===== src/rtl/mem_port_arbiter.sv =====
// Shares one single-port synchronous word RAM between the fetch port (read-only) and the data port.
// Data has priority; fetch is forced through after MAX_DBURST consecutive data grants.
module mem_port_arbiter #(
    parameter int AW         = 6,
    parameter int MAX_DBURST = 4
) (
    input  logic          clk,
    input  logic          reset,
    input  logic          i_req,
    input  logic [31:0]   i_addr,
    output logic [31:0]   i_rdata,
    output logic          i_valid,
    input  logic          d_req,
    input  logic          d_we,
    input  logic [31:0]   d_addr,
    input  logic [31:0]   d_wdata,
    output logic [31:0]   d_rdata,
    output logic          d_valid,
    output logic          m_en,
    output logic          m_we,
    output logic [AW-1:0] m_addr,
    output logic [31:0]   m_wdata,
    input  logic [31:0]   m_rdata
);
    // state   | meaning
    // S_IDLE  | sample requests, pick a winner, load the RAM command registers
    // S_ISSUE | RAM command presented (m_en high for this cycle only)
    // S_WAIT  | RAM read data returns; captured into the winner's rdata register
    // S_DONE  | winner's valid pulse
    typedef enum logic [1:0] {S_IDLE, S_ISSUE, S_WAIT, S_DONE} state_t;

    localparam int            CW      = $clog2(MAX_DBURST + 1);
    localparam logic [CW-1:0] CNT_MAX = CW'(MAX_DBURST);

    state_t          state_q, state_d;
    logic [CW-1:0]   cnt_q, cnt_d;
    logic            sel_data_q, sel_data_d;
    logic            op_we_q, op_we_d;
    logic            m_en_q, m_en_d;
    logic            m_we_q, m_we_d;
    logic [AW-1:0]   m_addr_q, m_addr_d;
    logic [31:0]     m_wdata_q, m_wdata_d;
    logic [31:0]     i_rdata_q, i_rdata_d;
    logic [31:0]     d_rdata_q, d_rdata_d;
    logic            i_valid_q, i_valid_d;
    logic            d_valid_q, d_valid_d;

    // Byte offset and bits above the RAM size are dropped, so addresses wrap.
    logic unused_addr_bits;
    assign unused_addr_bits = ^{i_addr[31:AW+2], i_addr[1:0], d_addr[31:AW+2], d_addr[1:0]};

    always_comb begin
        state_d    = state_q;
        cnt_d      = cnt_q;
        sel_data_d = sel_data_q;
        op_we_d    = op_we_q;
        m_en_d     = 1'b0;
        m_we_d     = 1'b0;
        m_addr_d   = m_addr_q;
        m_wdata_d  = m_wdata_q;
        i_rdata_d  = i_rdata_q;
        d_rdata_d  = d_rdata_q;
        i_valid_d  = 1'b0;
        d_valid_d  = 1'b0;

        case (state_q)
            S_IDLE: begin
                if (d_req && (!i_req || cnt_q < CNT_MAX)) begin
                    sel_data_d = 1'b1;
                    op_we_d    = d_we;
                    m_en_d     = 1'b1;
                    m_we_d     = d_we;
                    m_addr_d   = d_addr[AW+1:2];
                    m_wdata_d  = d_wdata;
                    if (i_req)
                        cnt_d = (cnt_q == CNT_MAX) ? cnt_q : cnt_q + CW'(1);
                    else
                        cnt_d = '0;
                    state_d    = S_ISSUE;
                end else if (i_req) begin
                    sel_data_d = 1'b0;
                    op_we_d    = 1'b0;
                    m_en_d     = 1'b1;
                    m_addr_d   = i_addr[AW+1:2];
                    cnt_d      = '0;
                    state_d    = S_ISSUE;
                end
            end
            S_ISSUE: state_d = S_WAIT;
            S_WAIT: begin
                if (sel_data_q) begin
                    if (!op_we_q)
                        d_rdata_d = m_rdata;
                    d_valid_d = 1'b1;
                end else begin
                    i_rdata_d = m_rdata;
                    i_valid_d = 1'b1;
                end
                state_d = S_DONE;
            end
            S_DONE:  state_d = S_IDLE;
            default: state_d = S_IDLE;
        endcase
    end

    always_ff @(posedge clk or posedge reset) begin
        if (reset) begin
            state_q    <= S_IDLE;
            cnt_q      <= '0;
            sel_data_q <= 1'b0;
            op_we_q    <= 1'b0;
            m_en_q     <= 1'b0;
            m_we_q     <= 1'b0;
            m_addr_q   <= '0;
            m_wdata_q  <= '0;
            i_rdata_q  <= '0;
            d_rdata_q  <= '0;
            i_valid_q  <= 1'b0;
            d_valid_q  <= 1'b0;
        end else begin
            state_q    <= state_d;
            cnt_q      <= cnt_d;
            sel_data_q <= sel_data_d;
            op_we_q    <= op_we_d;
            m_en_q     <= m_en_d;
            m_we_q     <= m_we_d;
            m_addr_q   <= m_addr_d;
            m_wdata_q  <= m_wdata_d;
            i_rdata_q  <= i_rdata_d;
            d_rdata_q  <= d_rdata_d;
            i_valid_q  <= i_valid_d;
            d_valid_q  <= d_valid_d;
        end
    end

    assign m_en    = m_en_q;
    assign m_we    = m_we_q;
    assign m_addr  = m_addr_q;
    assign m_wdata = m_wdata_q;
    assign i_rdata = i_rdata_q;
    assign d_rdata = d_rdata_q;
    assign i_valid = i_valid_q;
    assign d_valid = d_valid_q;

endmodule


===== config.mk =====
export PLATFORM = sky130hd
export DESIGN_NAME = mem_port_arbiter
export DESIGN_NICKNAME = d
export VERILOG_FILES = /design/src/rtl/mem_port_arbiter.sv
export SDC_FILE = /design/constraint.sdc
export NUM_CORES = 1
export LEC_CHECK = 0
export ABC_AREA = 1
export BUFFER_PORTS_ARGS = -buffer_cell sky130_fd_sc_hd__buf_2
export CAP_MARGIN = 20
export CORE_ASPECT_RATIO = 1.1
export CORE_MARGIN = 8
export CORE_UTILIZATION = 45
export CTS_CLUSTER_SIZE = 40
export DETAILED_ROUTE_END_ITERATION = 10
export PLACE_DENSITY = 0.8
export SLEW_MARGIN = 10
export SYNTH_ARGS = -nofsm -noshare
export SYNTH_HDL_FRONTEND = slang
export SYNTH_SLANG_ARGS = --single-unit

===== constraint.sdc =====
create_clock -name clk -period 5.1 [get_ports clk]
set_input_delay 1.53 -clock clk [delete_from_list [all_inputs] [get_ports clk]]
set_output_delay 1.53 -clock clk [all_outputs]
set_load 0.02 [all_outputs]

# After elaboration in Yosys (flattened, before gate mapping)
# Cells that the tools add are included.
dict set report word_totals {
  regBits 113
  word_cells 53
}
dict set report op_classes {
  addsub 1
  magnitude_cmp 1
  n_eq_ne 6
  mux 21
  bitwise_logic 2
  n_reduce_logical 10
}
# cell count
set op_table {}
lappend op_table {{two-way mux 1 bit} 12}
lappend op_table {{two-way mux 3 bit} 4}
lappend op_table {{two-way mux 6 bit} 2}
lappend op_table {{case mux 2 bit (4 select lines)} 1}
lappend op_table {{inequality test 3 bit, second input constant} 2}
lappend op_table {{AND reduction 2 bit} 3}
lappend op_table {{AND reduction 3 bit} 2}
lappend op_table {{equality test 2 bit, second input constant} 2}
lappend op_table {{two-way mux 2 bit} 2}
lappend op_table {{adder 3 x 1 -> 3 bit, second input constant} 1}
lappend op_table {{equality test 3 bit, second input constant} 1}
lappend op_table {{less-than comparator 3 bit, second input constant} 1}
lappend op_table {{equality test 2 x 1 -> 1 bit, second input constant} 1}
lappend op_table {{logical NOT 2 bit} 1}
lappend op_table {{NOT 1 bit} 2}
lappend op_table {{nonzero test 2 bit} 1}
lappend op_table {{logical AND 1 bit} 1}
lappend op_table {{logical NOT 1 bit} 1}
lappend op_table {{logical OR 1 bit} 1}

# Longest topological paths before layout
# Gate-level depths: netlist of the first run.
dict set report depth {
  ltp_word 5
  mapped_depth 8
  depth_no_buf 7
}

# Worst setup path before layout of the first run
# OpenSTA, ideal clock, no wires.
dict set report synth_path {
  kind {in2reg}
  start {input port d_req}
  end {register state_q[0]}
  setup_time_ns 0.129
  arrival_ns 2.148
  t_required_ns 4.971
  path_slack_ns 2.823
  stages 5
  path_buffers 1
  path_cell_list {buf_4 -> nor2_1 -> nand2_1 -> o21ai_0 -> o21ai_0}
}
dict set report synth_via {
  elab_chain_len 3
  elab_cells_between_ends 4
  classes_between {eq/ne: 1; mux: 2; reduce/logical: 1}
}
# item line
set synth_rtl {}
lappend synth_rtl {{from (decl)} 13} ;# input logic d_req,
lappend synth_rtl {{logical AND 1 bit (*)} 68} ;# if (d_req && (!i_req || cnt_q < CNT_MAX)) begin
lappend synth_rtl {{two-way mux 2 bit} 68}
lappend synth_rtl {{case mux 2 bit (4 select lines)} 66} ;# case (state_q)
lappend synth_rtl {{to (signal assigned)} 121} ;# state_q <= state_d;
lappend synth_rtl {{to (decl)} 35} ;# state_t state_q, state_d;
# Every way passes the cells marked *; elsewhere a longest branch is shown, timed or not.
# A chain may end at the register's enable or synchronous reset.

# Final worst setup path of the first run
dict set report layout_path {
  start {register i_rdata_q[31] (netlist: i_rdata[31])}
  end {output port i_rdata[31]}
}
# item line
set layout_lines {}
lappend layout_lines {{from (decl)} 43} ;# logic [31:0] i_rdata_q, i_rdata_d;
lappend layout_lines {{from (signal assigned)} 129} ;# i_rdata_q <= i_rdata_d;
lappend layout_lines {{to (decl)} 11} ;# output logic [31:0] i_rdata,
# No word-level cell between the ends.

==> insert_results.sql, run 1 <==
INSERT INTO impl_metrics (metric_group, metric, value, unit) VALUES
('routing', 'detailedRoute.firstIterationViolations', '241', ''),
('timing', 'hold_viol', '0', ''),
('timing', 'setup_violations', '0', ''),
('worst_setup_path', 'path_class', 'flop to primary output', ''),
('layout', 'antenna_cells_inserted', '0', ''),
('clock_tree', 'ctsLongestPathBuffers', '2', ''),
('synth', 'synth_top_cell_by_area', 'dfrtp_1', ''),
('synth', 'mappedNetlistNets', '617', ''),
('placement', 'dpl_worst_slack', '2.07', 'ns'),
('routing', 'drt.antenna.violating_nets', '0', ''),
('routing', 'total_wirelength_of_the_detailed_routed_design', '11.2', 'mm'),
('power_and_ir_drop', 'p_int', '2.61', 'mW'),
('worst_setup_path', 'cpPeakStageDelay', '0.41', 'ns'),
('power_and_ir_drop', 'clock_power_share', '26.0', '%'),
('layout', 'syn_to_final_growth', '35.0', '%'),
('grt', 'met1_usage', '18.9', '%'),
('timing', 'post-route-period-util', '51.1', '%'),
('worst_setup_path', 'cp-end-kind', 'primary output', ''),
('hold_path', 'worstHoldPathType', 'flop to flop', ''),
('clock_tree', 'quantity_of_gates_resized_following_cts', '0', ''),
('timing', 'fmax', '383', 'MHz'),
('clock_tree', 'cts-htree-levels', '4', ''),
('outcome', 'run_status', 'completed', ''),
('worst_setup_path', 'reg2reg_slack', '3.28', 'ns'),
('grt', 'globalRouteTotalUtil', '16.9', '%'),
('grt', 'grt-busiest-layer', 'met2', ''),
('floorplan', 'core', '9750', 'sq um'),
('layout', 'register_area', '2830', 'sq um'),
('worst_setup_path', 'critical_path.reg2reg.startpoint', 'state_q[0]$_DFFE_PP0P_', ''),
('clock_tree', 'worst_path_clk_slew', '0.05', 'ns'),
('worst_setup_path', 'cp.depth', '1', ''),
('power_and_ir_drop', 'power_frac_seq', '35.5', '%'),
('routing', 'dr.pass1.iters', '4', ''),
('worst_setup_path', 'timing.reg2reg.worst_path_depth', '4', ''),
('power_and_ir_drop', 'power_frac_comb', '38.4', '%'),
('floorplan', 'starting_density_of_the_core', '45.8', '%'),
('clock_tree', 'post-cts-setup-buffer-count', '0', ''),
('grt', 'number_of_antenna_violations_at_the_first_check_in_global_routing', '0', ''),
('power_and_ir_drop', 'power.static_leakage', '3.51', 'nW'),
('worst_setup_path', 'timing.critical_path.required', '3.57', 'ns'),
('clock_tree', 'cts_hold_buf', '0', ''),
('synth', 'synth_area_leaders', 'dfrtp_1 63%, o21ai_0 11%, nand2_1 11%', ''),
('floorplan', 'overall_die_width', '111', 'microns'),
('grt', 'pin_count_of_the_biggest_net_entering_global_routing', '74', ''),
('worst_setup_path', 'timing.critical_path.cells', 'buf_2', ''),
('placement', 'numPlacedInstances', '765', ''),
('routing', 'detail_route.wl_per_cell', '14.0', 'microns'),
('floorplan', 'rows', '38', ''),
('timing', 'final.setup.tns', '0', 'ns'),
('power_and_ir_drop', 'total_switching_power', '1.76', 'mW'),
('worst_setup_path', 'slowest_stage', 'dfrtp_1', ''),
('floorplan', 'boundary_pins', '239', ''),
('worst_setup_path', 'setup.worst_path.start_class', 'flop', ''),
('routing', 'vias', '3780', ''),
('clock_tree', 'clk_latency', '0.50', 'ns'),
('synth', 'synth.avg_cell_area', '9.30', 'sq um'),
('power_and_ir_drop', 'power.share.switching', '40.2', '%'),
('worst_setup_path', 'worstPathMaxFanout', '2', ''),
('power_and_ir_drop', 'p_per_area', '725', 'nW/um^2'),
('grt', 'grt_use_met3', '8.32', '%'),
('placement', 'dpl-instance-area', '5430', 'sq um'),
('synth', 'post_synth_instance_area', '4460', 'sq um'),
('grt', 'first_global_vias', '3896', ''),
('synth', 'synth-seq-area-share', '63.3', '%'),
('power_and_ir_drop', 'worst_ir_drop_vdd', '0.271', 'mV'),
('placement', 'numPortBuffers', '186', ''),
('clock_tree', 'numCtsBuffers', '17', ''),
('timing', 'fin_worst_skew', '0.0103', 'ns'),
('layout', 'finish.net_count', '802', ''),
('placement', 'place_hpwl', '8.11', 'mm'),
('run', 'cap_viol_max_count', '0', '');
metrics by stage:
stage	util (%)	power, mW	hold WS [ns]
floorplan	-	2.63	0.453
global placement	55.7	3.17	0.461
detailed placement	55.7	3.25	0.460
CTS	61.6	4.41	0.482
global route	61.8	4.66	0.506
finish	61.8	4.37	0.480
how the worst min path moves through the flow:
| stage | start | endpoint | slack (ns) | cells past startpoint |
|---|---|---|---|---|
| floorplan | op_we_q$_DFFE_PP0P_ | op_we_q$_DFFE_PP0P_ | 0.45 | 2 |
| detailed placement | m_addr[1]$_DFFE_PP0P_ | m_addr[1]$_DFFE_PP0P_ | 0.46 | 2 |
| global route | m_wdata[7]$_DFFE_PP0P_ | m_wdata[7]$_DFFE_PP0P_ | 0.51 | 2 |
| CTS | m_wdata[17]$_DFFE_PP0P_ | m_wdata[17]$_DFFE_PP0P_ | 0.48 | 2 |
| finish | i_rdata[20]$_DFFE_PP0P_ | i_rdata[20]$_DFFE_PP0P_ | 0.48 | 2 |
| global placement | m_addr[2]$_DFFE_PP0P_ | m_addr[2]$_DFFE_PP0P_ | 0.46 | 2 |
power groups by stage:
stage / registers (mW) / logic, mW / clock network (mW)
5_1_grt: 1.60 / 1.86 / 1.20
3_5_place_dp: 1.56 / 1.69 / 0
6_report: 1.55 / 1.68 / 1.14
3_3_place_gp: 1.53 / 1.64 / 0
2_1_floorplan: 2.04 / 0.582 / 0
4_1_cts: 1.55 / 1.70 / 1.15
final cells by class:
class | count | share of cell area (%)
multi-input cells | 256 | 19.6
well taps | 120 | 2.49
inverters | 89 | 5.58
clock inverters | 11 | 2.30
flip-flops and latches | 113 | 46.9
repair buffers | 188 | 15.9
clock buffers | 20 | 7.22
cells in the mapped netlist:
master / instances
buf_2: 6
buf_4: 1
buf_6: 4
clkbuf_1: 10
clkbuf_2: 1
dfrtp_1: 113
ha_1: 4
inv_1: 89
nand2_1: 128
nand2_2: 1
nand2_4: 1
nand3_1: 12
nand3_4: 1
nand3b_1: 1
nand4_1: 1
nor2_1: 3
nor2_4: 1
o21ai_0: 98
o21ai_1: 5
kinds of logic after synthesis:
family,synth area share [%]
AOI/OAI and AO/OA,11.5
adders and majority gates,1.12
DFF,63.3
buffers and inverters,10.3
and+or+nand+nor,13.7
routing by layer:
layer  up-vias  part of all wire, %  routed length [microns]
met5         -                    0                        0
met1      1762                   39                     4400
li1       1845                    -                        -
met4         0                  1.6                      180
met2       156                   49                     5530
met3        17                  9.5                     1060
registers in the layout, summed over array words and instances, names as in the netlist, 2 cells and up:
| name | cells |
|---|---|
| cnt_q | 3 |
| d_rdata | 32 |
| i_rdata | 32 |
| m_addr | 6 |
| m_wdata | 32 |
| state_q | 2 |
Note: power is estimated with default switching activity, not from simulation.
==> run 2: changes to the inputs <==
==> constraint.sdc (replaced) <==
create_clock -name clk -period 2.7 [get_ports clk]
set_input_delay 0.81 -clock clk [delete_from_list [all_inputs] [get_ports clk]]
set_output_delay 0.81 -clock clk [all_outputs]
set_load 0.02 [all_outputs]
==> run 2 against run 1 <==
Clock skew is 0.0020 ns lower. Cell count up 0.25%. Register-to-register slack lost 2.3 ns. Critical endpoint is now m_wdata[19].
==> insert_results.sql, run 2 (synthesis gave the netlist of run 1 again) <==
INSERT INTO impl_metrics (metric_group, metric, value, unit) VALUES
('outcome', 'run_status', 'completed', ''),
('worst_setup_path', 'timing.critical_path.cells', 'buf_2', ''),
('layout', 'drive_above_1_share', '33.3', '%'),
('timing', 'holdWs', '0.476', 'ns'),
('routing', 'vias_per_cell', '4.61', ''),
('clock_tree', 'ctsLongestPathBuffers', '2', ''),
('clock_tree', 'cts_hold_buf', '0', ''),
('timing', 'slew_limit_fails', '0', ''),
('timing', 'fin_worst_skew', '0.00822', 'ns'),
('clock_tree', 'numCtsBuffers', '17', ''),
('timing', 'slew-limit-headroom', '60.5', '%'),
('layout', 'register_area', '2830', 'sq um'),
('timing', 'setup_violations', '0', ''),
('floorplan', 'die-height', '120', 'microns'),
('layout', 'fin_cells', '799', ''),
('clock_tree', 'quantity_of_gates_resized_following_cts', '0', ''),
('grt', 'grt.overflow.total', '0', ''),
('placement', 'dpl-instance-area', '5460', 'sq um'),
('routing', 'vias', '3682', ''),
('timing', 'worst_pin_slew', '0.593', 'ns'),
('layout', 'layout.filler_cells', '831', ''),
('grt', 'first_global_vias', '3688', ''),
('placement', 'numPortBuffers', '186', ''),
('floorplan', 'rows', '38', ''),
('grt', 'number_of_antenna_violations_at_the_first_check_in_global_routing', '0', ''),
('clock_tree', 'cts_tree', 'built', ''),
('worst_setup_path', 'slowest_stage', 'dfrtp_1', ''),
('routing', 'detailedRoute.firstIterationViolations', '244', ''),
('power_and_ir_drop', 'power.total', '8.31', 'mW'),
('timing', 'timing.final.crit_period', '1.87', 'ns'),
('power_and_ir_drop', 'worst_ir_drop_vdd', '0.640', 'mV'),
('power_and_ir_drop', 'p_per_area', '1370', 'nW/um^2'),
('worst_setup_path', 'setup.worst_path.start_class', 'flop', ''),
('layout', 'finish.instance_area', '6070', 'sq um'),
('timing', 'unrepaired_setup_endpoints_after_global_routing', 'false', ''),
('worst_setup_path', 'crit_buf_inv', '1', ''),
('placement', 'numPlacedInstances', '767', ''),
('layout', 'finish.net_count', '804', ''),
('timing', 'hold_viol', '0', ''),
('worst_setup_path', 'path_class', 'flop to primary output', ''),
('clock_tree', 'clk_latency', '0.49', 'ns'),
('placement', 'place.gp.congestion', '0.745', ''),
('floorplan', 'boundary_pins', '239', ''),
('worst_setup_path', 'cpLargestDelayFamily', 'flip-flops', ''),
('hold_path', 'worstHoldPathType', 'input port to async pin', ''),
('routing', 'detail_route.wl_per_cell', '13.9', 'microns'),
('floorplan', 'starting_density_of_the_core', '45.8', '%'),
('worst_setup_path', 'cpPeakStageDelay', '0.40', 'ns'),
('power_and_ir_drop', 'power.static_leakage', '3.53', 'nW'),
('layout', 'multi_input_comb_area', '1180', 'sq um'),
('clock_tree', 'post-cts-setup-buffer-count', '0', ''),
('placement', 'place_hpwl', '7.89', 'mm'),
('timing', 'final.setup.tns', '0', 'ns'),
('clock_tree', 'cts_sinks', '113', ''),
('layout', 'syn_to_final_growth', '36.1', '%'),
('run', 'cap_viol_max_count', '0', ''),
('routing', 'drt.antenna.violating_nets', '0', ''),
('routing', 'drc', '0', ''),
('clock_tree', 'worst_path_clk_slew', '0.05', 'ns'),
('layout', 'finalCoreUtilization', '62.3', '%'),
('layout', 'layout_commonest_cell', 'buf_2', ''),
('floorplan', 'core', '9750', 'sq um'),
('worst_setup_path', 'cp-end-kind', 'primary output', ''),
('timing', 'post-route-worst-setup-slack', '0.830', 'ns'),
('floorplan', 'overall_die_width', '111', 'microns'),
('worst_setup_path', 'timing.critical_path.required', '1.89', 'ns'),
('worst_setup_path', 'worstPathMaxFanout', '2', ''),
('floorplan', 'floorplan.die_area', '13400', 'sq um'),
('routing', 'total_wirelength_of_the_detailed_routed_design', '11.1', 'mm'),
('clock_tree', 'cts-htree-levels', '4', ''),
('timing', 'fmax', '535', 'MHz'),
('worst_setup_path', 'arrival_worst_endpoint', '1.06', 'ns'),
('timing', 'post-route-period-util', '69.2', '%'),
('placement', 'dpl_worst_slack', '0.637', 'ns'),
('grt', 'globalRouteTotalUtil', '16.6', '%'),
('grt', 'grt_first_pass_wirelength', '18.1', 'mm'),
('clock_tree', 'clock-root-buffer', 'clkbuf_8', ''),
('routing', 'dr.pass1.iters', '4', ''),
('grt', 'pin_count_of_the_biggest_net_entering_global_routing', '114', ''),
('layout', 'most-common-layout-cells', '186 x buf_2, 127 x nand2_1, 113 x dfrtp_1', ''),
('layout', 'antenna_cells_inserted', '0', '');
[run 2: final cells by class]
| type | count | area share, % |
|---|---|---|
| sequential | 113 | 46.5 |
| tap | 120 | 2.47 |
| inverter | 89 | 5.56 |
| clock inverter | 10 | 2.20 |
| timing repair buffer | 190 | 16.2 |
| clock buffer | 21 | 7.56 |
| multi-input combinational | 256 | 19.4 |
[run 2: worst paths after layout]
kind	from	to	slack, ns	cells past startpoint
max in group asynchronous	reset	m_addr[3]$_DFFE_PP0P_	1.77	3
max reg2reg	state_q[0]$_DFFE_PP0P_	m_wdata[14]$_DFFE_PP0P_	0.94	4
min in group clk	i_rdata[14]$_DFFE_PP0P_	i_rdata[14]$_DFFE_PP0P_	0.48	2
min reg2reg	i_rdata[14]$_DFFE_PP0P_	i_rdata[14]$_DFFE_PP0P_	0.48	2
min	reset	d_rdata[20]$_DFFE_PP0P_	0.48	3
max	m_wdata[19]$_DFFE_PP0P_	m_wdata[19]	0.83	1
[run 2: tightest hold or removal path: stages]
cell and delay, ns:
buf_2 0.11, clkinvlp_4 0.07, buf_12 0.44
[run 2: where the power goes]
part	total, mW	switching, mW	internal, mW	leakage (nW)
Clock	2.20	0.737	1.47	0.290
Sequential	2.92	0.404	2.51	1.40
Combinational	3.19	2.17	1.02	1.84
Total	8.31	3.31	5.00	3.53
[run 2: per-layer routing]
metal  part of all wire [%]  GRT usage [%]
met5                      0              0
met1                     42           19.6
met2                     49           26.8
met4                    1.1           6.17
met3                    8.5           6.88
